**config.mk**
```make
export PLATFORM = sky130hd
export DESIGN_NAME = s2p_frame_ctrl
export DESIGN_NICKNAME = d
export VERILOG_FILES = /design/src/rtl/s2p_pkg.sv /design/src/rtl/s2p_byte_pack.sv /design/src/rtl/s2p_frame_ctrl.sv
export SDC_FILE = /design/constraint.sdc
export NUM_CORES = 1
export LEC_CHECK = 0
export ABC_AREA = 0
export CAP_MARGIN = 20
export CORE_ASPECT_RATIO = 1.75
export CORE_MARGIN = 2
export CORE_UTILIZATION = 55
export DETAILED_ROUTE_END_ITERATION = 8
export HOLD_SLACK_MARGIN = 0.02
export PLACE_DENSITY_LB_ADDON = 0.12
export SLEW_MARGIN = 20
export SYNTH_ARGS = -nofsm -noshare
export SYNTH_HDL_FRONTEND = slang
export SYNTH_SLANG_ARGS = --single-unit
```
**constraint.sdc**
```tcl
create_clock -name clk -period 2.9 [get_ports clk]
set_input_delay 0.29 -clock clk [delete_from_list [all_inputs] [get_ports clk]]
set_output_delay 0.29 -clock clk [all_outputs]
set_load 0.01 [all_outputs]
```
**src/rtl/s2p_pkg.sv**
```systemverilog
// Shared definitions for the s2p frame sequencer.
//   NIB_W        - nibble width delivered by the s2p converter
//   SYNC_DEFAULT - default sync nibble marking the start of a frame
//   state_e      - sequencer FSM states
package s2p_pkg;

  localparam int unsigned NIB_W = 4;
  localparam logic [NIB_W-1:0] SYNC_DEFAULT = 4'hA;

  typedef enum logic [1:0] {
    IDLE,
    HUNT,
    RECV,
    DRAIN
  } state_e;

endpackage

```
**src/rtl/s2p_byte_pack.sv**
```systemverilog
// Packs nibble pairs into bytes and presents them through a one-entry
// valid/ready output register. A byte completing while the register is
// full and not being drained is dropped and flagged as overflow.
// Ports:
//   i_clk, i_rst   clock, synchronous active-high reset
//   i_clear        clears the sticky overflow flag
//   i_restart      resynchronises nibble pairing (next nibble is high half)
//   i_nib_valid    nibble strobe (already qualified by the caller)
//   i_nib          nibble data
//   i_ready        sink accepts the held byte
//   o_data         held byte, first nibble in [7:4]
//   o_valid        held byte available
//   o_overflow     sticky dropped-byte flag
//   o_byte_done    combinational: this cycle's nibble completes a byte
module s2p_byte_pack
  import s2p_pkg::*;
(
  input  logic             i_clk,
  input  logic             i_rst,
  input  logic             i_clear,
  input  logic             i_restart,
  input  logic             i_nib_valid,
  input  logic [NIB_W-1:0] i_nib,
  input  logic             i_ready,
  output logic [7:0]       o_data,
  output logic             o_valid,
  output logic             o_overflow,
  output logic             o_byte_done
);

  logic             r_odd;
  logic [NIB_W-1:0] r_hold;
  logic [7:0]       r_data;
  logic             r_valid;
  logic             r_ovf;

  assign o_byte_done = i_nib_valid && r_odd;
  assign o_data      = r_data;
  assign o_valid     = r_valid;
  assign o_overflow  = r_ovf;

  always_ff @(posedge i_clk) begin
    if (i_rst) begin
      r_odd   <= 1'b0;
      r_hold  <= '0;
      r_data  <= '0;
      r_valid <= 1'b0;
      r_ovf   <= 1'b0;
    end else begin
      if (i_restart) begin
        r_odd <= 1'b0;
      end else if (i_nib_valid) begin
        r_odd <= ~r_odd;
        if (!r_odd) begin
          r_hold <= i_nib;
        end
      end

      // A full register being drained this cycle can take the new byte.
      if (o_byte_done) begin
        if (!r_valid || i_ready) begin
          r_data  <= {r_hold, i_nib};
          r_valid <= 1'b1;
        end else begin
          r_ovf <= 1'b1;
        end
      end else if (r_valid && i_ready) begin
        r_valid <= 1'b0;
      end

      if (i_clear) begin
        r_ovf <= 1'b0;
      end
    end
  end

endmodule

```
**src/rtl/s2p_frame_ctrl.sv**
```systemverilog
// Frame sequencer for the 4-bit serial-to-parallel converter: enables s2p
// on a start request, hunts for the sync nibble, packs the following nibble
// pairs into bytes for a valid/ready sink, and stops after frame_len bytes.
// Ports:
//   clk, rst      clock, synchronous active-high reset
//   start         frame request (IDLE only); frame_len latched with it
//   s2p_en        enable to the s2p converter
//   s2p_data      nibble from s2p
//   s2p_valid     nibble strobe from s2p
//   word_data     assembled byte; word_valid/word_ready handshake
//   busy          sequencer not idle
//   done          one-cycle frame completion pulse
//   sync_err      sticky hunt timeout
//   overflow      sticky dropped byte
module s2p_frame_ctrl
  import s2p_pkg::*;
#(
  parameter logic [NIB_W-1:0] SYNC     = SYNC_DEFAULT,
  parameter int unsigned      LEN_W    = 5,
  parameter int unsigned      HUNT_MAX = 15
) (
  input  logic             clk,
  input  logic             rst,
  input  logic             start,
  input  logic [LEN_W-1:0] frame_len,
  output logic             s2p_en,
  input  logic [NIB_W-1:0] s2p_data,
  input  logic             s2p_valid,
  output logic [7:0]       word_data,
  output logic             word_valid,
  input  logic             word_ready,
  output logic             busy,
  output logic             done,
  output logic             sync_err,
  output logic             overflow
);

  localparam int unsigned HW = $clog2(HUNT_MAX + 1);
  localparam logic [HW-1:0] HUNT_LAST = HW'(HUNT_MAX - 1);

  state_e           r_state;
  state_e           w_next;
  logic [LEN_W-1:0] r_len;
  logic [LEN_W-1:0] r_byte_cnt;
  logic [HW-1:0]    r_hunt_cnt;
  logic             r_done;
  logic             r_sync_err;

  logic             w_accept;
  logic             w_nib_valid;
  logic             w_byte_done;
  logic             w_word_valid;
  logic             w_sync_hit;
  logic             w_timeout;
  logic             w_done_nxt;

  // Any start seen in IDLE clears the flags, including a zero-length one.
  assign w_accept    = (r_state == IDLE) && start;
  assign w_nib_valid = s2p_valid && (r_state == RECV);

  assign s2p_en     = (r_state == HUNT) || (r_state == RECV);
  assign busy       = (r_state != IDLE);
  assign done       = r_done;
  assign sync_err   = r_sync_err;
  assign word_valid = w_word_valid;

  s2p_byte_pack u_pack (
    .i_clk       (clk),
    .i_rst       (rst),
    .i_clear     (w_accept),
    .i_restart   (w_sync_hit),
    .i_nib_valid (w_nib_valid),
    .i_nib       (s2p_data),
    .i_ready     (word_ready),
    .o_data      (word_data),
    .o_valid     (w_word_valid),
    .o_overflow  (overflow),
    .o_byte_done (w_byte_done)
  );

  always_comb begin
    w_next     = r_state;
    w_sync_hit = 1'b0;
    w_timeout  = 1'b0;
    w_done_nxt = 1'b0;
    case (r_state)
      IDLE: begin
        if (start) begin
          if (frame_len != '0) w_next = HUNT;
          else                 w_done_nxt = 1'b1;
        end
      end
      HUNT: begin
        if (s2p_valid) begin
          if (s2p_data == SYNC) begin
            w_sync_hit = 1'b1;
            w_next     = RECV;
          end else if (r_hunt_cnt == HUNT_LAST) begin
            w_timeout = 1'b1;
            w_next    = IDLE;
          end
        end
      end
      RECV: begin
        if (w_byte_done && (r_byte_cnt == r_len - LEN_W'(1))) begin
          w_next = DRAIN;
        end
      end
      DRAIN: begin
        if (!w_word_valid || word_ready) begin
          w_done_nxt = 1'b1;
          w_next     = IDLE;
        end
      end
      default: w_next = IDLE;
    endcase
  end

  always_ff @(posedge clk) begin
    if (rst) begin
      r_state    <= IDLE;
      r_len      <= '0;
      r_byte_cnt <= '0;
      r_hunt_cnt <= '0;
      r_done     <= 1'b0;
      r_sync_err <= 1'b0;
    end else begin
      r_state <= w_next;
      r_done  <= w_done_nxt;
      if (w_accept) begin
        r_sync_err <= 1'b0;
        r_hunt_cnt <= '0;
        if (frame_len != '0) begin
          r_len <= frame_len;
        end
      end
      if ((r_state == HUNT) && s2p_valid) begin
        if (w_sync_hit) begin
          r_byte_cnt <= '0;
        end else begin
          r_hunt_cnt <= r_hunt_cnt + HW'(1);
          if (w_timeout) begin
            r_sync_err <= 1'b1;
          end
        end
      end
      if ((r_state == RECV) && w_byte_done) begin
        r_byte_cnt <= r_byte_cnt + LEN_W'(1);
      end
    end
  end

endmodule

```
==> impl_summary.txt <==
----------------------------------------------------
[Power]
  Internal power of the cells ... 713.7 uW
  IR Drop Worst-Case VDD ... approximately 380 uV
  Combinational group share of total power ... 17.2%
  Sequential group share of total power ... 49.3%
  Switching share of total power ... 26.53%
  Net switching power ... 257.7 uW
  Clock network power share ... roughly 34%
  Pwr per Cell Area ... 491.4 nW/um^2
  Leak ... just over 0.0007 uW

[Timing]
  Max-slew headroom ... 52.62%
  Final hold violations ... 0
  Transition time at the pin with the least slew margin ... 0.7085 ns
  Hold_ws ... around 0.5 ns
  Setup_tns ... 0 ns
  Max Clk Rate ... 0.4960 GHz
  Final critical-path setup slack ... just under 0.9 ns
  Min cycle time layout ... 2.016 ns
  Fin crit share ... a little over two thirds
  RSZ-0062 raised after global routing ... false
  Count of final max-slew check failures ... 0
  Final clock skew ... 0.005156 ns
  Final number of setup-violating endpoints ... 0

[Worst setup path]
  Setup slack of the worst register-to-register path ... 0.88 ns
  Critical Path Start Type ... flop
  Capturing element of the worst setup path ... r_state[0]$_SDFFE_PP0P_
  Max stage delay on crit path ... 0.36 ns
  Classification of the worst setup path ... flop to flop
  Kind of cell with the highest combined delay on the critical path ... compound AO/OA/AOI/OAI gates
  Number of cells on the worst reg-to-reg path ... 7
  Worst reg2reg path startpoint ... r_state[0]$_SDFFE_PP0P_
  Slowest stage cell, crit path ... sky130_fd_sc_hd__and3_1
  Sequence of cells on the critical path ... inv_1, ha_1, and3_1, nand3_1, a211oi_2, o21ai_2, a221oi_2
  Type of destination of the critical path ... flop
  Total buffers and inverters traversed by the critical path ... 1
  Data arrival, critical path ... 2.22 ns
  Crit-path max FO ... 8
  Startpoint of the most critical setup path ... r_state[0]$_SDFFE_PP0P_
  Required arrival time at the worst endpoint ... just over 3 ns
  Critical path depth ... 7
  Terminus of the critical flop-to-flop path ... r_state[0]$_SDFFE_PP0P_

[CTS]
  Maximum count of clock buffers along a single path ... 2
  Clock-pin slew on the worst setup and hold paths ... 0.06 ns
  Number of buffers added to fix hold violations after cts ... 0
  # clock sinks ... 33
  TritonCTS clock tree ... yes
  Total clock buffers created by CTS ... 5
  Clock root buffer master ... sky130_fd_sc_hd__clkbuf_8
  Clock latency of the later-clocked register in the worst-skew pair ... 0.29 ns
  Post-CTS Setup Repair Bufs ... 0
  Number of H-tree branching levels ... 2
  Number of cells upsized or downsized after cts ... 0

[Drt]
  DRC violation count after routing ... 0
  Post-detailed-routing wire length ... 3687 um
  Detailed Route Iter0 Violations ... 24
  Length of the first detailed-routing pass in iterations ... 4
  Routed met1 length ... 1287 um
  Routed wirelength normalized by instance count ... around 15 um
  Routed wl met2 ... 2084 um
  Vias ... 1,409
  Post-detailed-route count of antenna-violating nets ... 0
  Max layer used ... met4
  Via-per-instance ratio ... 5.895
  WL met3 ... 201 um

[Die]
  Top-Level Pins ... 28
  Die Outline Area ... 3411 um^2
  Starting Density ... between 50% and 60%
  Die X-Extent ... between 40 and 50 um
  Height of the chip ... about 76 um
  Standard-cell rows ... 26
  Core area ... 2863 um^2

[Worst hold path]
  Type of the most critical hold path ... flop to flop
  Hold Path Cell Cnt ... 2

[Place]
  Port Buf Inserts ... 27
  GP Congestion ... 0.8282
  HPWL Detailed ... 2795 um
  Placed standard-cell area ... 1897 um^2
  Pre-CTS worst setup slack ... 0.7556 ns

[Synthesis]
  Number of flops mapped to enable cells by yosys ... 0
  Compound-cell area share of the yosys netlist ... 15.92%
  Commonest register cell after synthesis ... sky130_fd_sc_hd__dfxtp_1
  Async SR Flop Fraction ... 0%
  Number of cells produced by synthesis ... 182
  Post-Syn Nets ... 205
  Post-synthesis xor/xnor area fraction ... 3.246%
  Post-Syn Area ... 1619 um^2
  Synthesized area per cell ... 8.896 um^2
  Count of unique library cells instantiated by Yosys ... 40
  Synthesized-area fraction occupied by adder cells ... roughly 7.0%
  Synthesized-area fraction occupied by and/or/nand/nor cells ... a little over a fifth
  Number of synthesis warnings ... 0
  Proportion of synthesized area in mux cells ... 8.037%
  Portion of the post-synthesis area used by sequential elements ... between 40% and 50%
  Combinational family with the most area after synthesis ... simple AND/OR/NAND/NOR gates
  Count of state elements after synthesis ... 33

[Layout]
  Most common cell after layout, fill and taps aside ... sky130_fd_sc_hd__nor2_1
  Area growth syn-to-layout ... 22.10%
  Fraction of layout instances using a drive strength above 1 ... around 7.1%
  Final cell utilization of the core ... about 69%
  Final antenna diode count ... 0
  Post-layout instance area ... 1977 um^2
  Net count of the finished layout ... 233
  Commonest cells after routing, fill and taps aside ... 36 x sky130_fd_sc_hd__nor2_1, 33 x sky130_fd_sc_hd__dfxtp_1, 27 x sky130_fd_sc_hd__clkdlybuf4s50_1, 13 x sky130_fd_sc_hd__mux2i_1, 11 x sky130_fd_sc_hd__a21oi_1

[Global routing]
  Antenna violations before repair ... 0
  Largest net degree at the start of global routing ... 22
  Global routing usage summed across all routing layers ... 25.73%
  First-pass GRT wire length ... 6265 um
  Total congestion overflow ... 0
  Via count of the first global-routing pass ... 1,441

[Outcome]
  Result of the run ... finished clean

[Job]
  Number of max-capacitance violations reported ... 0

----------------------------------------------------
## state kept, by name (all words and copies together), names as in the netlist, named ones only
register / count
r_hunt_cnt: 4
r_state: 1
u_pack.r_odd: 1
u_pack.o_valid: 1
sync_err: 1
done: 1
u_pack.o_data: 8
r_byte_cnt: 5
r_len: 5
u_pack.o_overflow: 1
u_pack.r_hold: 4
## worst register-to-register path: cells and delay by family, from the launching register on
| family | cells | cell delay (ns) |
|---|---|---|
| and+or+nand+nor | 2 | 0.51 |
| AOI/OAI and AO/OA | 3 | 0.66 |
| buffers and inverters | 1 | 0.16 |
| DFF | 1 | 0.34 |
| adders and majority gates | 1 | 0.26 |
## through the flow
step           total power [uW]  instances
6_report                  971.5        239
5_1_grt                    1020        239
4_1_cts                   981.4        239
3_5_place_dp              655.2        231
3_3_place_gp              647.7        231
2_1_floorplan             596.2        182
## cell usage after synthesis, types with 4 or more instances
library cell               count  area, um^2
sky130_fd_sc_hd__dfxtp_1      33       660.6
sky130_fd_sc_hd__inv_1         8       30.03
sky130_fd_sc_hd__clkbuf_1      5       18.77
sky130_fd_sc_hd__a21oi_1      11       55.05
sky130_fd_sc_hd__mux2i_1      13       130.1
sky130_fd_sc_hd__a22oi_1       5       37.54
sky130_fd_sc_hd__nand2_1       9       33.78
sky130_fd_sc_hd__nand3_1       6       30.03
sky130_fd_sc_hd__o21ai_0       4       20.02
sky130_fd_sc_hd__nor3_1        4       20.02
sky130_fd_sc_hd__ha_1          9       112.6
sky130_fd_sc_hd__nor2_1       36       135.1
## power by group through the flow
| stage | clock (uW) | combinational [uW] | sequential [uW] |
|---|---|---|---|
| final | 325 | 167 | 479 |
| after global routing | 352 | 187 | 480 |
| after CTS | 335 | 167 | 479 |
| after detailed placement | 0 | 166 | 489 |
| after global placement | 0 | 160 | 488 |
| after floorplan | 0 | 112 | 484 |
## area by class of cell
type	count	area, um^2
clock buffers	8	80.08
fillers	258	885.9
inverters	8	30.03
multi-input cells	134	893.4
flip-flops and latches	33	660.6
well taps	28	35.03
repair buffers	28	277.8
## worst min path at each step
stage | to | slack (ns) | start
final | sync_err$_SDFF_PP0_ | 0.49 | sync_err$_SDFF_PP0_
after floorplan | r_len[2]$_SDFFE_PP0P_ | 0.43 | frame_len[2]
after global placement | sync_err$_SDFF_PP0_ | 0.44 | sync_err$_SDFF_PP0_
after CTS | sync_err$_SDFF_PP0_ | 0.49 | sync_err$_SDFF_PP0_
after global routing | sync_err$_SDFF_PP0_ | 0.52 | sync_err$_SDFF_PP0_
after detailed placement | sync_err$_SDFF_PP0_ | 0.48 | sync_err$_SDFF_PP0_
## cells by family after synthesis
family | after synthesis
fa+ha+maj | 9
xor+xnor | 6
buf+inv | 15
mux | 13
compound gates | 36
simple gates | 70
flops | 33
## routing by layer
layer,GRT usage [%],vias up
li1,-,691
met1,25.41,663
met2,46.83,43
met3,5.924,12
met4,15.36,0
met5,0,-
(Power assumes the default switching activity.)
